## config.mk

```make
export PLATFORM = sky130hd
export DESIGN_NAME = elevator_ctrl_n
export DESIGN_NICKNAME = d
export VERILOG_FILES = /design/src/rtl/elevator_ctrl_n_pkg.sv /design/src/rtl/elevator_ctrl_n_tick_gen.sv /design/src/rtl/elevator_ctrl_n.sv
export SDC_FILE = /design/constraint.sdc
export NUM_CORES = 1
export LEC_CHECK = 0
export CORE_MARGIN = 1.5
export CORE_UTILIZATION = 45
export CTS_CLUSTER_DIAMETER = 50
export DETAILED_ROUTE_END_ITERATION = 8
export GPL_ROUTABILITY_DRIVEN = 0
export PLACE_DENSITY = 0.74
export RECOVER_POWER = 50
export SYNTH_ARGS = -nofsm -noshare
export SYNTH_HDL_FRONTEND = slang
export SYNTH_SLANG_ARGS = --single-unit
```

## constraint.sdc

```tcl
create_clock -name clk -period 4 [get_ports clk]
set_input_delay 0.6 -clock clk [delete_from_list [all_inputs] [get_ports clk]]
set_output_delay 0.6 -clock clk [all_outputs]
set_load 0.03 [all_outputs]
```

## src/rtl/elevator_ctrl_n_pkg.sv

```systemverilog
// Shared types and helpers for the N-floor elevator controller.
package elev_pkg;

  // Controller states; encoding is also what the debug state output shows.
  typedef enum logic [1:0] {
    IDLE   = 2'd0,
    MOVE   = 2'd1,
    ARRIVE = 2'd2,
    DOOR   = 2'd3
  } state_e;

  // Travel direction encoding on the direct output.
  localparam logic UP = 1'b0;
  localparam logic DN = 1'b1;

  // Active-low gfedcba pattern for a decimal digit; blank for anything else.
  function automatic logic [6:0] seg7_digit(input logic [3:0] d);
    logic [6:0] seg;
    case (d)
      4'd0:    seg = 7'b1000000;
      4'd1:    seg = 7'b1111001;
      4'd2:    seg = 7'b0100100;
      4'd3:    seg = 7'b0110000;
      4'd4:    seg = 7'b0011001;
      4'd5:    seg = 7'b0010010;
      4'd6:    seg = 7'b0000010;
      4'd7:    seg = 7'b1111000;
      4'd8:    seg = 7'b0000000;
      4'd9:    seg = 7'b0010000;
      default: seg = 7'b1111111;
    endcase
    return seg;
  endfunction

endpackage

```

## src/rtl/elevator_ctrl_n_tick_gen.sv

```systemverilog
// Free-running prescaler producing a one-cycle tick every DIV clocks.
module tick_gen #(
  parameter int DIV = 4
) (
  input  logic clk,
  input  logic power_on,
  output logic tick_o
);

  localparam int CW = (DIV > 1) ? $clog2(DIV) : 1;
  localparam logic [CW-1:0] LAST = CW'(DIV - 1);
  localparam logic [CW-1:0] ONE  = CW'(1);

  logic [CW-1:0] cnt_q;

  // Count 0..DIV-1 and wrap; never stops once out of reset.
  always_ff @(posedge clk or negedge power_on) begin
    if (!power_on)           cnt_q <= '0;
    else if (cnt_q == LAST)  cnt_q <= '0;
    else                     cnt_q <= cnt_q + ONE;
  end

  assign tick_o = (cnt_q == LAST);

endmodule

```

## src/rtl/elevator_ctrl_n.sv

```systemverilog
// SCAN elevator controller: latches car/hall calls, moves floor by floor,
// stops on calls in the travel direction and manages the door timer.
//
// Handshake note: there is no valid/ready traffic here; buttons are level
// inputs sampled every clock and lamps are the sticky record of a request
// until the car opens its door at that floor in a matching direction.
module elevator_ctrl_n
  import elev_pkg::*;
#(
  parameter int NUM_FLOORS   = 8,
  parameter int TICK_DIV     = 8388608,
  parameter int TRAVEL_TICKS = 11,
  parameter int DOOR_TICKS   = 24
) (
  input  logic                          clk,
  input  logic                          power_on,
  input  logic [NUM_FLOORS-1:0]         car_call,
  input  logic [NUM_FLOORS-1:0]         hall_up,
  input  logic [NUM_FLOORS-1:0]         hall_dn,
  input  logic                          door_open_btn,
  input  logic                          door_close_btn,
  input  logic                          door_obstruct,
  output logic [$clog2(NUM_FLOORS)-1:0] cur_floor,
  output logic                          direct,
  output logic                          moving,
  output logic                          door_open,
  output logic [NUM_FLOORS-1:0]         car_lamp,
  output logic [NUM_FLOORS-1:0]         up_lamp,
  output logic [NUM_FLOORS-1:0]         dn_lamp,
  output logic [6:0]                    seg7,
  output logic [1:0]                    dbg_state_o
);

  localparam int FW   = $clog2(NUM_FLOORS);
  localparam int MAXT = (TRAVEL_TICKS > DOOR_TICKS) ? TRAVEL_TICKS : DOOR_TICKS;
  localparam int TW   = $clog2(MAXT + 1);
  localparam int N    = NUM_FLOORS;

  localparam logic [FW-1:0] TOP_F     = FW'(N - 1);
  localparam logic [FW-1:0] ONE_F     = FW'(1);
  localparam logic [TW-1:0] ONE_T     = TW'(1);
  localparam logic [TW-1:0] TRAV_LAST = TW'(TRAVEL_TICKS - 1);
  localparam logic [TW-1:0] DOOR_LAST = TW'(DOOR_TICKS - 1);
  localparam logic [N-1:0]  ONE_N     = N'(1);
  // No up call from the top floor, no down call from the ground floor.
  localparam logic [N-1:0]  UP_VALID  = {1'b0, {(N-1){1'b1}}};
  localparam logic [N-1:0]  DN_VALID  = {{(N-1){1'b1}}, 1'b0};

  state_e        state_q;
  logic [FW-1:0] floor_q;
  logic          dir_q;
  logic          moving_q;
  logic          door_q;
  logic [TW-1:0] tmr_q;
  logic [N-1:0]  car_q, up_q, dn_q;
  logic [N-1:0]  car_d, up_d, dn_d;
  logic          tick;

  tick_gen #(.DIV(TICK_DIV)) u_tick (
    .clk      (clk),
    .power_on (power_on),
    .tick_o   (tick)
  );

  // Floor masks derived from the one-hot of the current floor.
  logic [N-1:0] here_oh, above_m, below_m, all_req;
  logic         req_above, req_below;
  logic         here_car, here_up, here_dn;

  assign here_oh   = ONE_N << floor_q;
  assign below_m   = here_oh - ONE_N;
  assign above_m   = ~((here_oh << 1) - ONE_N);
  assign all_req   = car_q | up_q | dn_q;
  assign req_above = |(all_req & above_m);
  assign req_below = |(all_req & below_m);
  assign here_car  = |(car_q & here_oh);
  assign here_up   = |(up_q & here_oh);
  assign here_dn   = |(dn_q & here_oh);

  logic eff_dir, base_dir, ahead_base, behind_base;
  logic hall_with, hall_against, serve_here, stop_arrive;
  logic enter_door, door_dir;

  // Scheduling decisions for IDLE and ARRIVE, including the direction the
  // car takes when its door opens.
  always_comb begin
    eff_dir = dir_q;
    if (floor_q == '0)        eff_dir = UP;
    else if (floor_q == TOP_F) eff_dir = DN;
    base_dir     = (state_q == IDLE) ? eff_dir : dir_q;
    ahead_base   = base_dir ? req_below : req_above;
    behind_base  = base_dir ? req_above : req_below;
    hall_with    = base_dir ? here_dn : here_up;
    hall_against = base_dir ? here_up : here_dn;
    // An opposite-direction hall call here waits until nothing lies ahead,
    // otherwise the car would reopen at this floor forever.
    serve_here   = here_car | hall_with | (hall_against & ~ahead_base);
    stop_arrive  = here_car | hall_with | ~ahead_base;
    enter_door   = ((state_q == IDLE) && serve_here) ||
                   ((state_q == ARRIVE) && stop_arrive);
    if (floor_q == '0)         door_dir = UP;
    else if (floor_q == TOP_F) door_dir = DN;
    else                       door_dir = ahead_base ? base_dir : ~base_dir;
  end

  logic         in_door, press_here;
  logic [N-1:0] sup_car, sup_up, sup_dn, clr_car, clr_up, clr_dn;

  // Lamp next-state: set by buttons, cleared on door entry at this floor;
  // presses at this floor while the door is open only refresh the timer.
  always_comb begin
    in_door = (state_q == DOOR);
    sup_car = in_door ? here_oh : '0;
    sup_up  = (in_door && dir_q == UP) ? here_oh : '0;
    sup_dn  = (in_door && dir_q == DN) ? here_oh : '0;
    clr_car = enter_door ? here_oh : '0;
    clr_up  = (enter_door && (base_dir == UP || !ahead_base)) ? here_oh : '0;
    clr_dn  = (enter_door && (base_dir == DN || !ahead_base)) ? here_oh : '0;
    car_d   = (car_q | (car_call & ~sup_car)) & ~clr_car;
    up_d    = (up_q | (hall_up & ~sup_up)) & ~clr_up & UP_VALID;
    dn_d    = (dn_q | (hall_dn & ~sup_dn)) & ~clr_dn & DN_VALID;
    press_here = in_door &&
                 (|((car_call | ((dir_q == UP) ? hall_up : hall_dn)) & here_oh));
  end

  // Request lamp registers.
  always_ff @(posedge clk or negedge power_on) begin
    if (!power_on) begin
      car_q <= '0;
      up_q  <= '0;
      dn_q  <= '0;
    end else begin
      car_q <= car_d;
      up_q  <= up_d;
      dn_q  <= dn_d;
    end
  end

  // Main controller FSM with registered floor, direction and drive outputs.
  always_ff @(posedge clk or negedge power_on) begin
    if (!power_on) begin
      state_q  <= IDLE;
      floor_q  <= '0;
      dir_q    <= UP;
      moving_q <= 1'b0;
      door_q   <= 1'b0;
      tmr_q    <= '0;
    end else begin
      case (state_q)
        IDLE: begin
          tmr_q <= '0;
          if (enter_door) begin
            state_q <= DOOR;
            door_q  <= 1'b1;
            dir_q   <= door_dir;
          end else if (ahead_base) begin
            state_q  <= MOVE;
            moving_q <= 1'b1;
            dir_q    <= eff_dir;
          end else if (behind_base) begin
            state_q  <= MOVE;
            moving_q <= 1'b1;
            dir_q    <= ~eff_dir;
          end else begin
            dir_q <= eff_dir;
          end
        end
        MOVE: begin
          if (tick) begin
            if (tmr_q == TRAV_LAST) begin
              tmr_q   <= '0;
              state_q <= ARRIVE;
              if (dir_q == UP && floor_q != TOP_F)   floor_q <= floor_q + ONE_F;
              else if (dir_q == DN && floor_q != '0) floor_q <= floor_q - ONE_F;
            end else begin
              tmr_q <= tmr_q + ONE_T;
            end
          end
        end
        ARRIVE: begin
          tmr_q <= '0;
          if (enter_door) begin
            state_q  <= DOOR;
            moving_q <= 1'b0;
            door_q   <= 1'b1;
            dir_q    <= door_dir;
          end else begin
            state_q <= MOVE;
          end
        end
        DOOR: begin
          if (door_open_btn || door_obstruct || press_here) begin
            tmr_q <= '0;
          end else if (door_close_btn) begin
            tmr_q   <= '0;
            state_q <= IDLE;
            door_q  <= 1'b0;
          end else if (tick) begin
            if (tmr_q == DOOR_LAST) begin
              tmr_q   <= '0;
              state_q <= IDLE;
              door_q  <= 1'b0;
            end else begin
              tmr_q <= tmr_q + ONE_T;
            end
          end
        end
        default: state_q <= IDLE;
      endcase
    end
  end

  assign cur_floor   = floor_q;
  assign direct      = dir_q;
  assign moving      = moving_q;
  assign door_open   = door_q;
  assign car_lamp    = car_q;
  assign up_lamp     = up_q;
  assign dn_lamp     = dn_q;
  assign seg7        = seg7_digit(4'(floor_q) + 4'd1);
  assign dbg_state_o = state_q;

endmodule
```

==> out/results.tsv <==
stage	metric	value	unit
status	outcome	complete, but fails checks	
status	violated checks	max-capacitance violations, max-slew violations	
logic_synthesis	XOR/XNOR share of the synthesized area	0.0580	
logic_synthesis	Synth Area in Compound Gates	0.218	
die	Placement Rows	33	
logic_synthesis	asr flop ratio synth	1.00	
hold_path	Hold Crit Class	reg2reg	
sta	count of pins over their slew limit	61	
setup_path	CP Launch Type	flop	
routing	Vias/cell	5.99	
cts	worst skew pair latency	0.34	ns
sta	Max transition margin	-0.116	
die	Initial Util	0.461	
setup_path	kind of critical path	reg2reg	
die	chip width	94.6	µm
pwr	power per cell area	320	mW/mm²
logic_synthesis	Synth Area in Adders	0.0484	
setup_path	critical path arrival	3.76	ns
pwr	leakage power	1.89	nW
cts	Clock Pin Slew Worst Setup and Hold Paths	0.07	ns
global_routing	first-pass GRT wire length	17100	µm
pwr	Net Sw Frac	0.297	
setup_path	worst-path maximum fanout	10	
cts	Post-CTS Repair Setup Buffers	0	
logic_synthesis	largest family of logic cells by synthesized area	compound AO/OA/AOI/OAI gates	
setup_path	Critical Path End Type	flop	
global_routing	initial antenna violation count	0	
sta	clk_skew	0.0134	ns
setup_path	CP required	4.21	ns
logic_synthesis	Distinct cells, synth	67	
routing	DRC viols	0	
final_layout	number of diodes	0	
run	Max-Cap Viols	2	
logic_synthesis	commonest register cell after synthesis	dfrtp_1	
routing	Via Count	3647	
routing	Final ANT Viol Nets	0	
cts	Max clock buf depth	2	
setup_path	R2R Setup Slk	0.46	ns
pwr	Comb power frac	0.185	
pwr	Cell Int Power	1.07	mW
pwr	clock power share	0.381	
final_layout	commonest non-fill, non-tap cells in the layout	dfrtp_1 (58), clkdlybuf4s50_1 (56), a21oi_1 (49), nand2_1 (36), nor2_1 (33)	
pwr	Psw	0.453	mW
cts	CTS tree	yes	
sta	Period minus WS final	3.54	ns
logic_synthesis	Synth Area per Inst	8.81	µm²
final_layout	commonest non-fill, non-tap cell in the layout	dfrtp_1	
cts	clock sink total	58	
die	die height	94.6	µm
logic_synthesis	Mapped Area	0.00377	mm²
pwr	Pwr Total	1.53	mW
pwr	Flop pwr share	0.434	
die	Core Region	0.00818	mm²
logic_synthesis	post-synthesis register bit count	58	
die	die area	0.00894	mm²
sta	final setup TNS	0	ns
routing	TritonRoute pass-1 iters	5	
cts	hold_buf cts	0	
logic_synthesis	Seq/Total Area, Yosys	0.385	
cts	Gates resized, CTS repair	0	
logic_synthesis	Syn. warnings	0	
cts	root buf cell	clkbuf_8	
die	Ports	68	
final_layout	layout cells sized above 1	0.0833	
global_routing	largest net degree at the start of global routing	31	
sta	fmax	282	MHz
logic_synthesis	count of flip-flops with a built-in enable after synthesis	0	
routing	DR WL/cell	17.5	µm
cts	H-tree levels	3	
final_layout	P&R area growth vs syn	26.5	%
global_routing	Remaining Overflow, GRT	0	
sta	Fin. Hold Viols	0	
sta	RSZ-0062 raised after global routing	no	
placed_design	hpwl dp	7830	µm
logic_synthesis	simple-gate portion of the synthesized area	0.207	
logic_synthesis	mux cell area share after synthesis	0.0368	
routing	drt initial violations	315	
global_routing	vias in the first global route	3521	
placed_design	I/O Buffers	65	
routing	DRT Wirelength	10600	µm
final_layout	Final #Nets	542	
global_routing	total track usage	0.248	
sta	setup violators final	0	
sta	worst slew pin tran	1.67	ns
sta	Final period util	0.886	
logic_synthesis	Post-Syn Instances	428	
final_layout	number of fill cells in the layout	708	
pwr	Worst VDD drop	0.000184	V
cts	Num CTS Buffers	9	
-- metal layers --
metal	part of all wire	routed length [µm]	track usage	vias up
li1	-	-	-	1700
met1	0.42	4430	0.307	1730
met2	0.47	5000	0.423	180
met3	0.080	850	0.0523	37
met4	0.035	369	0.0933	0
met5	0	0	0	-
-- metrics by stage --
| step | setup WS [ns] | instance area (µm²) | instances | hold WS [ns] | util |
|---|---|---|---|---|---|
| 6_report | 0.457 | 4770 | 609 | 0.449 | 0.584 |
| 5_1_grt | 0.258 | 4770 | 609 | 0.464 | 0.584 |
| 4_1_cts | 0.471 | 4780 | 609 | 0.322 | 0.584 |
| 3_5_place_dp | 0.476 | 4560 | 593 | 0.446 | 0.558 |
| 3_3_place_gp | 0.545 | 4560 | 593 | 0.435 | 0.558 |
| 2_1_floorplan | 0.0228 | 3780 | 429 | 0.304 | - |
-- registers in the layout (all words and copies together) (netlist names) --
register,count
tmr_q,5
dbg_state_o,2
u_tick.cnt_q,23
cur_floor,3
car_lamp,8
dn_lamp,7
up_lamp,7
door_open,1
direct,1
moving,1
-- cell usage after synthesis (all sizes together), types with 2 or more instances --
cell / count / area [µm²]
dfrtp: 58 / 1450
a21oi: 49 / 245
nand2: 36 / 135
nor2: 35 / 141
inv: 21 / 78.8
o21ai: 20 / 100
nor3: 17 / 101
xnor2: 15 / 131
ha: 13 / 163
buf: 11 / 62.6
xor2: 10 / 87.6
clkbuf: 9 / 33.8
nand3: 9 / 45.0
a22oi: 8 / 60.1
and3: 8 / 50.1
nor2b: 8 / 50.1
mux2: 7 / 78.8
nand4: 7 / 43.8
nor4: 7 / 50.1
mux2i: 6 / 60.1
a31oi: 5 / 31.3
o22ai: 5 / 31.3
or3: 5 / 31.3
a22o: 4 / 35.0
and2: 4 / 25.0
nand2b: 4 / 25.0
o211ai: 3 / 22.5
o31a: 3 / 26.3
o32ai: 3 / 26.3
a2111oi: 2 / 17.5
a211o: 2 / 17.5
a21o: 2 / 15.0
a221oi: 2 / 17.5
a2bb2oi: 2 / 17.5
o21a: 2 / 15.0
o2bb2ai: 2 / 17.5
o311ai: 2 / 17.5
o41ai: 2 / 25.0
or4: 2 / 18.8
-- cell type report --
class / count / area (µm²) / share of cell area
clock buffers: 13 / 169 / 0.0354
clock inverters: 3 / 46.3 / 0.00970
inverters: 21 / 78.8 / 0.0165
multi-input cells: 330 / 2150 / 0.450
flip-flops and latches: 58 / 1450 / 0.304
well taps: 105 / 131 / 0.0275
repair buffers: 79 / 746 / 0.156
-- critical path: stages (launching register included) --
cell	delay [ns]
dfrtp_1	0.36
inv_1	0.12
ha_1	0.23
nor2b_1	0.14
inv_1	0.14
ha_1	0.21
or4b_1	0.44
a32o_1	0.23
nor2b_1	0.15
or4_4	0.55
o32a_1	0.21
buf_4	0.20
nor3_4	0.31
a21oi_1	0.13
-- cell families after synthesis --
family	count (synthesis)
AOI/OAI and AO/OA	127
xor gates and xnor gates	25
adders and majority gates	14
buffers and inverters	41
DFF	58
muxes	13
other	1
and+or+nand+nor	149
-- power groups by stage --
| stage | Clock (mW) | Combinational [mW] | Sequential [mW] |
|---|---|---|---|
| 2_1_floorplan | 0 | 0.155 | 0.678 |
| 3_3_place_gp | 0 | 0.277 | 0.670 |
| 3_5_place_dp | 0 | 0.281 | 0.672 |
| 4_1_cts | 0.591 | 0.283 | 0.661 |
| 5_1_grt | 0.614 | 0.308 | 0.666 |
| 6_report | 0.582 | 0.282 | 0.662 |
-- worst paths after layout --
path	from	end	cells after the start
max	cur_floor[0]	dn_lamp[1]	13
min	u_tick.cnt_q[0]	u_tick.cnt_q[0]	1
max reg2reg	cur_floor[0]	dn_lamp[1]	13
min reg2reg	u_tick.cnt_q[0]	u_tick.cnt_q[0]	1
max in group asynchronous	power_on	u_tick.cnt_q[3]	2
min in group asynchronous	power_on	cur_floor[1]	1
No activity file was read; power rests on OpenSTA's default activity.
